===== src/rtl/shift.sv =====
// shift -- registered logical barrel shifter.
//
// Shifts an unsigned operand left or right by an unsigned amount in a
// single combinational pass, then captures the result on a strobed clock
// edge. Also reports whether any 1-bit fell off the end of the word.
//
// Ports:
//   clk      in   rising-edge clock for all state
//   rst_n    in   asynchronous active-low reset
//   num      in   [WIDTH-1:0] operand (unsigned)
//   d        in   direction: 0 = right (>>), 1 = left (<<)
//   s        in   [WIDTH-1:0] shift amount (unsigned)
//   en       in   capture strobe
//   y        out  [WIDTH-1:0] registered result
//   y_valid  out  high for one cycle after each capture
//   lost     out  registered: a 1-bit was discarded by the captured shift
//
// Handshake: en is a one-sided valid with no back-pressure. Every edge with
// en=1 captures num/d/s, and y/lost/y_valid reflect that capture during the
// following cycle. Edges with en=0 leave y/lost unchanged and drop y_valid.
module shift #(
  parameter int WIDTH = 8
) (
  input  logic             clk,
  input  logic             rst_n,
  input  logic [WIDTH-1:0] num,
  input  logic             d,
  input  logic [WIDTH-1:0] s,
  input  logic             en,
  output logic [WIDTH-1:0] y,
  output logic             y_valid,
  output logic             lost
);

  // Number of barrel stages needed to cover every amount below WIDTH.
  localparam int LOG = (WIDTH <= 2) ? 1 : $clog2(WIDTH);
  localparam logic [WIDTH-1:0] W_VAL = WIDTH'(WIDTH);

  logic             over_range;
  logic [WIDTH-1:0] shifted;
  logic             shifted_lost;

  // Any amount of WIDTH or more clears the word entirely; this also covers
  // non-power-of-two widths where the low LOG bits alone could exceed WIDTH.
  assign over_range = (s >= W_VAL);

  // Barrel shifter: stage k moves the word by 2^k when bit k of s is set.
  // The bits pushed out at each stage are OR-ed into the lost flag.
  always_comb begin
    logic [WIDTH-1:0] cur;
    logic [WIDTH-1:0] out_mask;
    logic             acc_lost;
    cur      = num;
    acc_lost = 1'b0;
    out_mask = '0;
    for (int k = 0; k < LOG; k++) begin
      if (s[k]) begin
        if (d) begin
          out_mask = ~({WIDTH{1'b1}} >> (1 << k));
          acc_lost = acc_lost | (|(cur & out_mask));
          cur      = cur << (1 << k);
        end else begin
          out_mask = ~({WIDTH{1'b1}} << (1 << k));
          acc_lost = acc_lost | (|(cur & out_mask));
          cur      = cur >> (1 << k);
        end
      end
    end
    if (over_range) begin
      shifted      = '0;
      shifted_lost = |num;
    end else begin
      shifted      = cur;
      shifted_lost = acc_lost;
    end
  end

  always_ff @(posedge clk or negedge rst_n) begin
    if (!rst_n) begin
      y       <= '0;
      lost    <= 1'b0;
      y_valid <= 1'b0;
    end else begin
      y_valid <= en;
      if (en) begin
        y    <= shifted;
        lost <= shifted_lost;
      end
    end
  end

endmodule


===== config.mk =====
export PLATFORM = sky130hd
export DESIGN_NAME = shift
export DESIGN_NICKNAME = d
export VERILOG_FILES = /design/src/rtl/shift.sv
export SDC_FILE = /design/constraint.sdc
export NUM_CORES = 1
export LEC_CHECK = 0
export BUFFER_PORTS_ARGS = -buffer_cell sky130_fd_sc_hd__buf_2
export CAP_MARGIN = 20
export CORE_MARGIN = 2
export CORE_UTILIZATION = 50
export DETAILED_ROUTE_END_ITERATION = 6
export PLACE_DENSITY = 0.75
export SKIP_CTS_REPAIR_TIMING = 1
export SYNTH_ARGS = -nofsm -noshare
export SYNTH_HDL_FRONTEND = slang
export SYNTH_SLANG_ARGS = --single-unit

===== constraint.sdc =====
create_clock -name clk -period 2.35 [get_ports clk]
set_clock_uncertainty 0.2 [all_clocks]
set_input_delay 0.705 -clock clk [delete_from_list [all_inputs] [get_ports clk]]
set_output_delay 0.705 -clock clk [all_outputs]
set_load 0.05 [all_outputs]

[After elaboration in Yosys (flattened, before gate mapping)]
Index checks and enable logic that the tools add are counted.
Word-level totals
  register bits after elaboration: 10
  logic and storage cells: 27
  output and inout bits: 10
  input port bits: 20
Cells by class
  reduce and logical (&&, ||, !) cells: 5
  bitwise operators: 4
  $lt $le $gt $ge: 1
  multiplexer cells: 14
Operators with widths (count)
  $mux 8: 7
  $ge 8x4->1 const B: 1
  $reduce_or 4->1: 2
  $reduce_or 8->1: 1
  $mux 1: 7
  $or 1x1->1: 4
  $reduce_or 2->1: 2

[Longest topological paths before layout]
Gate-level depths: netlist of run 1.
  word-level depth: 10
  mapped depth: 8

[Worst setup path before layout of run 1]
OpenSTA, ideal clock, no wires.
  path type: input -> register
  start point: input d
  end point: register y[3]
  buffers on the path: 1
  arrival: 1.838 ns
  data required time: 2.012 ns
  setup slack: 0.174 ns
  cell stages on the path: 6
  path through: buf_6 mux4_2 and2_0 o21a_1 a41oi_2 o22ai_1
On the way
  cells in the longest elaborated chain, start to end: 7
RTL lines
  from (decl): line 27  | input logic d,
  $mux 8: line 58  | if (d) begin
  $mux 8: line 57  | if (s[k]) begin
  $mux 8: line 58
  $mux 8: line 57
  $mux 8: line 58
  $mux 8 *: line 57
  $mux 8 *: line 69  | if (over_range) begin
  to (signal assigned): line 86  | y <= shifted;
  to (decl): line 30  | output logic [WIDTH-1:0] y,
Mark *: on every way between the ends. The rest lies on a longest branch, timed or not.
A chain may end at the register's enable or synchronous reset.

[Worst setup path in the final report of run 1]
  start point: input d
  end point: register y[7]
The elaborated chain is that of the path after synthesis.

==> flow_metrics.tcl, run 1 <==
set metrics [dict create \
    whs_ns 0.08269 \
    clock_latency_ns 0.27 \
    dpl.hpwl_mm 2.056 \
    place_congestion 0.9393 \
    synth_compound_area_frac 0.3176 \
    syn2layout_area_growth_pct 22.10 \
    synth_top_family_by_area "compound AO/OA/AOI/OAI gates" \
    antenna_found_initial 0 \
    tns_ns 0 \
    synth_common_cells "inv_1 (12), dfrtp_1 (10), nor2_1 (10), o22ai_1 (10)" \
    clk_pin_slew_worst_paths_ns 0.07 \
    die_y_um 49.52 \
    syn_nets 148 \
    die_w_um 49.52 \
    maxCapViolCount 0 \
    grt_pass1_vias 1015 \
    powerDensity_mw_per_mm2 396.8 \
    synth_warnings 0 \
    gr-max-usage-layer "met2" \
    crit_fanout 10 \
    yosysMostFrequentCell "inv_1" \
    core_mm2 0.001962 \
    grt_overflow_total 0 \
    crit_slowest_cell "a311oi_1" \
    seq_area_frac_synth 0.2415 \
    rows 16 \
    yosys_most_used_dff "dfrtp_1" \
    grt.met3_usage 0.05455 \
    synth-xor-area-share 0 \
    grtUsageMet2 0.3689 \
    final.period_utilization 0.8755 \
    synthSimpleGateAreaFrac 0.1800 \
    synth_cell_types 40 \
    synth_area_leader_cell "dfrtp_1" \
    synthCells 128 \
    outcome "completed" \
    synth_top_cell_area_share 0.2415 \
    period_needed_ns 2.057 \
    synth_area_mm2 0.001036 \
    synthAdderAreaFrac 0 \
    ctsHtreeMaxLevel 1 \
    path_class "in2reg" \
    grt_max_degree 20 \
    viasPerCell 6.161 \
    ant_nets 0 \
    avgRoutedWirePerCell_um 14.34 \
    rsz0062_at_grt "false" \
    cts_tree "done" \
    drtPass1Iterations 4 \
    wl_mm 2.668 \
    n_antenna_cell 0 \
    grt_usage 0.2348 \
    io_pins 30 \
    num-fill-cells 186 \
    worstPathCellList "buf_2, buf_4, nand2b_1, a311oi_1, o21bai_1, o21a_1, o22ai_1" \
    num_vias 1146 \
    start_util 0.5281 \
    clock_sinks 10 \
    drv_slew 0 \
    die_area_mm2 0.002452 \
    leakage_uw 0.0005918 \
    synthMuxAreaShare 0.1534 \
    path_buf_inv 2 \
    ys_async_sr_fraction 1.000 \
    irDropWorstVdd_uv 333.8 \
    arrival_ns 2.04 \
    avgSynthCellArea_um2 8.094 \
    cts_made_buffers 3 \
    endpoint_kind "flop" \
    drc 0 \
    drt-initial-drc-count 47 \
    hp-class "in2async" \
    ctsLongestPathBuffers 2 \
    synth_area_leaders "dfrtp_1 (24%), mux2i_1 (7.7%), o22ai_1 (6.0%)" \
    max_freq_mhz 486.0 \
    start_kind "input pin" \
    grt_pass1_wl_mm 4.567 \
    setup_viol 0 \
    numPortBuffers 29 \
    critical_path.max_stage_delay_ns 0.47 \
    crit_family "compound AO/OA/AOI/OAI gates" \
    required_ns 2.34 \
    worst_slew_pin_slew_ns 0.4636 \
    drive_gt1_frac 0.3082 \
    cts_root_buf "clkbuf_4" \
    hold_violations 0 \
    ys_ff_latch 10 \
    finalNetCount 180 \
    slew_headroom 0.6888 \
    synth_edf_count 0 \
    use_met1 0.3295 \
]
[placed cells by master (no fill, tap or decap), types with 2 or more instances in the layout]
master / instances
mux4_2: 2
nand2_1: 8
mux2i_1: 8
nand3_1: 2
a21o_1: 2
dfrtp_1: 10
o22ai_1: 10
nor3_1: 3
mux2_2: 3
o22a_1: 2
a31oi_1: 2
o21ai_0: 4
o21a_1: 4
a311oi_1: 3
buf_2: 29
nor4_1: 3
a21oi_1: 6
a211oi_1: 3
a2111oi_0: 2
buf_4: 8
clkbuf_4: 3
nand2b_1: 3
nor2_1: 10
inv_1: 12
[layout make-up]
class                      instances  area, µm²  area share
tap                               27      33.78     0.02671
inverter                          12      45.04     0.03561
timing repair buffer              38      225.2      0.1780
sequential                        10      250.2      0.1978
multi-input combinational         95      674.4      0.5331
clock buffer                       4      36.28     0.02868
[final timing paths]
path | startpoint | to | slack, ns | cells past startpoint
setup / recovery | d | y[7] | 0.29 | 7
hold / removal | rst_n | y[1] | 0.08 | 1
setup reg to reg | lost | lost | 1.08 | 3
hold reg to reg | y[1] | y[1] | 0.33 | 2
max in group asynchronous | rst_n | y[7] | 1.68 | 1
min in group clk | y[1] | y[1] | 0.33 | 2
[routing by layer]
| layer | wire (µm) | up-vias | part of all wire |
|---|---|---|---|
| met3 | 209 | 4 | 0.078 |
| met4 | 27 | 0 | 0.010 |
| li1 | - | 547 | - |
| met5 | 0 | - | 0 |
| met1 | 1149 | 539 | 0.43 |
| met2 | 1282 | 56 | 0.48 |
[sequential cells by signal, indices dropped and copies added, names as in the netlist]
register / flops
y_valid: 1
y: 8
lost: 1
[logic make-up (layout without fill, tap and decap cells)]
family,Yosys count,count (layout)
buffers and inverters,23,54
DFF,10,10
and+or+nand+nor,37,37
AOI/OAI and AO/OA,45,45
muxes,13,13
[through the flow]
| step | utilization | setup WS (ns) | cells | area (µm²) | total power [µW] |
|---|---|---|---|---|---|
| floorplan | - | 0.1742 | 128 | 1036 | 291.9 |
| global placement | 0.6263 | 0.06308 | 182 | 1229 | 344.4 |
| detailed placement | 0.6263 | 0.01557 | 182 | 1229 | 348.7 |
| CTS | 0.6448 | 0.3164 | 186 | 1265 | 502.5 |
| global route | 0.6448 | 0.2246 | 186 | 1265 | 527.9 |
| finish | 0.6448 | 0.2925 | 186 | 1265 | 502.0 |
[power breakdown]
part           internal [µW]  switching, µW  total [µW]
Sequential               174          0.788         175
Clock                   94.1           60.5         155
Combinational           74.1           98.2         172
No activity file was read; power rests on OpenSTA's default activity.
==> run 2, diff against run 1 <==
Settings changed: CORE_UTILIZATION 50 to 38, PLACE_DENSITY 0.75 to 0.6.
==> run 2 against run 1 <==
Effect of this change:
- combinational power is 6% higher
- global-route usage is 4.6 points lower
- core utilization is 13 points lower
- setup slack worse by 0.062 ns
- final area up 2.1%
- fmax decreased by 2.9%
- final cell count increased by 3.2%
==> flow_metrics.tcl, run 2 (synthesis gave the netlist of run 1 again) <==
set metrics [dict create \
    outcome "completed" \
    top_register "y" \
    max_freq_mhz 471.7 \
    drive_gt1_frac 0.3210 \
    largest_register_ffs 8 \
    drt-initial-drc-count 24 \
    ctsHtreeMaxLevel 1 \
    grt.met3_usage 0.02791 \
    path_class "in2reg" \
    maxCapViolCount 0 \
    rsz0062_at_grt "false" \
    p_total_uw 505.9 \
    required_ns 2.29 \
    slew_headroom 0.7177 \
    grtUsageMet2 0.3294 \
    viasPerCell 5.880 \
    place_congestion 0.8672 \
    start_util 0.4107 \
    die_area_mm2 0.003160 \
    num_vias 1129 \
    rr_worst_depth 3 \
    avgRoutedWirePerCell_um 15.09 \
    reg2reg_from "lost" \
    worst_slew_pin_slew_ns 0.4205 \
    gr-max-usage-layer "met2" \
    setup_viol 0 \
    dpl.hpwl_mm 2.307 \
    antenna_found_initial 0 \
    syn2layout_area_growth_pct 24.64 \
    clock_sinks 10 \
    final_cell_mix "buf_2 (29), inv_1 (12), buf_4 (11)" \
    hold_violations 0 \
    numPortBuffers 29 \
    die_w_um 56.22 \
    cts_root_buf "clkbuf_4" \
    p_clk_frac 0.295 \
    drv_slew 0 \
    placed_cells 188 \
    die_y_um 56.22 \
    start_kind "input pin" \
    finalNetCount 183 \
    multi_input_area_um2 674.4 \
    r2r-end "lost" \
    grt_usage 0.1890 \
    arrival_ns 2.06 \
    reg2reg_setup_slack_ns 1.06 \
    num-fill-cells 270 \
    mostFrequentLayoutCell "buf_2" \
    top_regs "y: 8 flops, lost: 1 flops, y_valid: 1 flops" \
    swShare 0.3137 \
    clock_latency_ns 0.25 \
    drc 0 \
    hp-class "in2async" \
    switchingPower_uw 158.7 \
    final_cells 192 \
    period_needed_ns 2.120 \
    core_mm2 0.002522 \
    grt_overflow_total 0 \
    grt_pass1_vias 1129 \
    p_comb_frac 0.359 \
    clk_pin_slew_worst_paths_ns 0.07 \
    cts_tree "done" \
    ctsLongestPathBuffers 2 \
    seq_area_um2 250.2 \
    leakage_uw 0.0006065 \
    grt_pass1_wl_mm 4.933 \
    pwr-share-seq 0.346 \
    drtPass1Iterations 4 \
    final.period_utilization 0.9020 \
    io_pins 30 \
    internal-power_uw 347.2 \
    grt_max_degree 15 \
    irDropWorstVdd_uv 316.9 \
    crit_fanout 9 \
    endpoint_kind "flop" \
    powerDensity_mw_per_mm2 391.8 \
    rows 18 \
    cts_made_buffers 3 \
    wl_mm 2.897 \
    ant_nets 0 \
    final_core_util 0.5119 \
    n_antenna_cell 0 \
    use_met1 0.2318 \
]
==> run 2: layout make-up <==
cell class | count | area share
Sequential cell | 10 | 0.1938
Inverter | 12 | 0.03488
Multi-Input combinational cell | 95 | 0.5223
Timing Repair Buffer | 41 | 0.1919
Tap cell | 30 | 0.02907
Clock buffer | 4 | 0.02810
==> run 2: power by group through the flow <==
stage / registers [µW] / logic [µW] / clock network, µW
after detailed placement: 178 / 179 / 0
after CTS: 175 / 180 / 158
after global placement: 178 / 176 / 0
after global routing: 175 / 198 / 161
final: 175 / 182 / 149
after floorplan: 186 / 105 / 0
==> run 2: worst max-delay path by stage <==
stage / start / endpoint / slack [ns] / cells after the start
2_1_floorplan: d / y[3] / 0.17 / 6
3_3_place_gp: d / y[3] / 0.02 / 6
3_5_place_dp: d / lost / -0.03 / 7
4_1_cts: d / lost / 0.22 / 7
5_1_grt: d / lost / 0.12 / 7
6_report: d / lost / 0.23 / 7
==> run 2: through the flow <==
step                TNS [ns]  hold slack [ns]  setup WS [ns]  instance area, µm²
global route               0           0.1029         0.1201                1291
floorplan                  0           0.2094         0.1742                1036
global placement           0           0.3148        0.02078                1255
CTS                        0          0.08674         0.2207                1291
finish                     0          0.09341         0.2302                1291
detailed placement  -0.03137           0.3209       -0.03137                1255
==> run 2: critical path, stage by stage <==
cell	delay, ns
buf_2	0.14
buf_4	0.17
mux2i_1	0.12
a211o_1	0.33
and3_1	0.17
and4_1	0.20
o41ai_2	0.23
==> run 2: metal layers <==
layer | wire length, µm | up-vias
met2 | 1437 | 31
met4 | 12 | 0
met3 | 154 | 2
li1 | - | 554
met1 | 1293 | 542
met5 | 0 | -
==> run 3, diff against run 2 <==
Settings changed: PLACE_DENSITY 0.6 to 0.69.
==> run 3 against run 2 <==
Effect of this change:
- combinational power down 5%
- core utilization down 0.89 points
- wire length down 1.6%
- sequential power about the same
- power down 0.71%
- sequential share of layout area up 0.34 points
- non-clock buffer count down 3
- final cell count down 1.6%
- final area down 1.7%
- critical path depth unchanged
- sequential cell count unchanged
- setup slack better by 0.033 ns
- highest routed layer unchanged
==> flow_metrics.tcl, run 3 (synthesis gave the netlist of run 1 again) <==
set metrics [dict create \
    outcome "completed" \
    grt_pass1_wl_mm 4.926 \
    top_register "y" \
    internal-power_uw 342.2 \
    core_mm2 0.002522 \
    final_core_util 0.5030 \
    clock_sinks 10 \
    required_ns 2.30 \
    maxCapViolCount 0 \
    p_clk_frac 0.307 \
    numPortBuffers 29 \
    mostFrequentLayoutCell "buf_2" \
    whs_ns 0.07561 \
    grt_overflow_total 0 \
    arrival_ns 2.04 \
    worst_slew_pin_slew_ns 0.3407 \
    n_antenna_cell 0 \
    start_util 0.4107 \
    dpl.hpwl_mm 2.228 \
    endpoint_kind "flop" \
    period_needed_ns 2.087 \
    io_pins 30 \
    hold_violations 0 \
    final.period_utilization 0.8881 \
    max_freq_mhz 479.1 \
    top_regs "y: 8 flops, lost: 1 flops, y_valid: 1 flops" \
    p_comb_frac 0.344 \
    leakage_uw 0.0005920 \
    num_vias 1133 \
    finalNetCount 180 \
    setup_viol 0 \
    viasPerCell 5.995 \
    syn2layout_area_growth_pct 22.46 \
    powerDensity_mw_per_mm2 395.9 \
    ant_nets 0 \
    drt-initial-drc-count 13 \
    drtPass1Iterations 4 \
    die_y_um 56.22 \
    grt_usage 0.1924 \
    path_class "in2reg" \
    place_congestion 0.8640 \
    swShare 0.3188 \
    clk_pin_slew_worst_paths_ns 0.07 \
    wl_mm 2.852 \
    p_total_uw 502.3 \
    avgRoutedWirePerCell_um 15.09 \
    placed_cells 185 \
    hp-class "in2async" \
    die_area_mm2 0.003160 \
    irDropWorstVdd_uv 336.9 \
    antenna_found_initial 0 \
    drive_gt1_frac 0.3082 \
    grt_max_degree 19 \
    final_cells 189 \
    final_cell_mix "buf_2 (29), inv_1 (12), nor2_1 (10), o22ai_1 (10), dfrtp_1 (10)" \
    cts_root_buf "clkbuf_4" \
    pwr-share-seq 0.349 \
    drc 0 \
    crit_fanout 16 \
    cts_made_buffers 3 \
    clock_latency_ns 0.27 \
    start_kind "input pin" \
    switchingPower_uw 160.1 \
    die_w_um 56.22 \
    slew_headroom 0.7670 \
    grt_pass1_vias 1099 \
    ctsLongestPathBuffers 2 \
    rsz0062_at_grt "false" \
    largest_register_ffs 8 \
    ctsHtreeMaxLevel 1 \
    cts_tree "done" \
    drv_slew 0 \
    rows 18 \
    num-fill-cells 275 \
]
-- run 3: per-stage QoR --
| stage | worst slack (ns) | cell area [µm²] | setup TNS [ns] |
|---|---|---|---|
| 5_1_grt | 0.1796 | 1269 | 0 |
| 6_report | 0.2630 | 1269 | 0 |
| 2_1_floorplan | 0.1742 | 1036 | 0 |
| 3_3_place_gp | 0.04895 | 1232 | 0 |
| 3_5_place_dp | -0.05145 | 1232 | -0.05145 |
| 4_1_cts | 0.2498 | 1269 | 0 |
-- run 3: worst max-delay path: stages --
cell      delay, ns
buf_2          0.15
buf_4          0.23
nand2b_1       0.18
a311oi_1       0.10
a21o_1         0.21
nor4_1         0.35
o41ai_2        0.12
-- run 3: routing by layer --
layer	share of wire	track usage	vias to the layer above
met1	0.45	0.2315	537
met5	0	0	-
li1	-	-	542
met2	0.47	0.3311	49
met4	0.016	0.09184	0
met3	0.064	0.03023	5
-- run 3: area by class of cell --
cell class	instances	area, µm²	share of cell area
multi-input combinational	95	674.4	0.5316
sequential	10	250.2	0.1972
timing repair buffer	38	225.2	0.1775
inverter	12	45.04	0.03550
tap	30	37.54	0.02959
clock buffer	4	36.28	0.02860
-- run 3: power groups by stage --
stage | Sequential (µW) | Clock, µW | Combinational [µW]
final | 175 | 154 | 173
after global routing | 175 | 169 | 189
after CTS | 175 | 161 | 172
after detailed placement | 178 | 0 | 171
after global placement | 178 | 0 | 167
after floorplan | 186 | 0 | 105
-- run 3: worst paths after layout --
path / cells after the start / to / slack [ns] / start
max reg2reg: 3 / lost / 1.09 / lost
max: 7 / lost / 0.26 / d
min reg2reg: 2 / y[3] / 0.33 / y[3]
max in group asynchronous: 1 / y[3] / 1.68 / rst_n
min: 1 / y[6] / 0.08 / rst_n
min in group clk: 2 / y[3] / 0.33 / y[3]
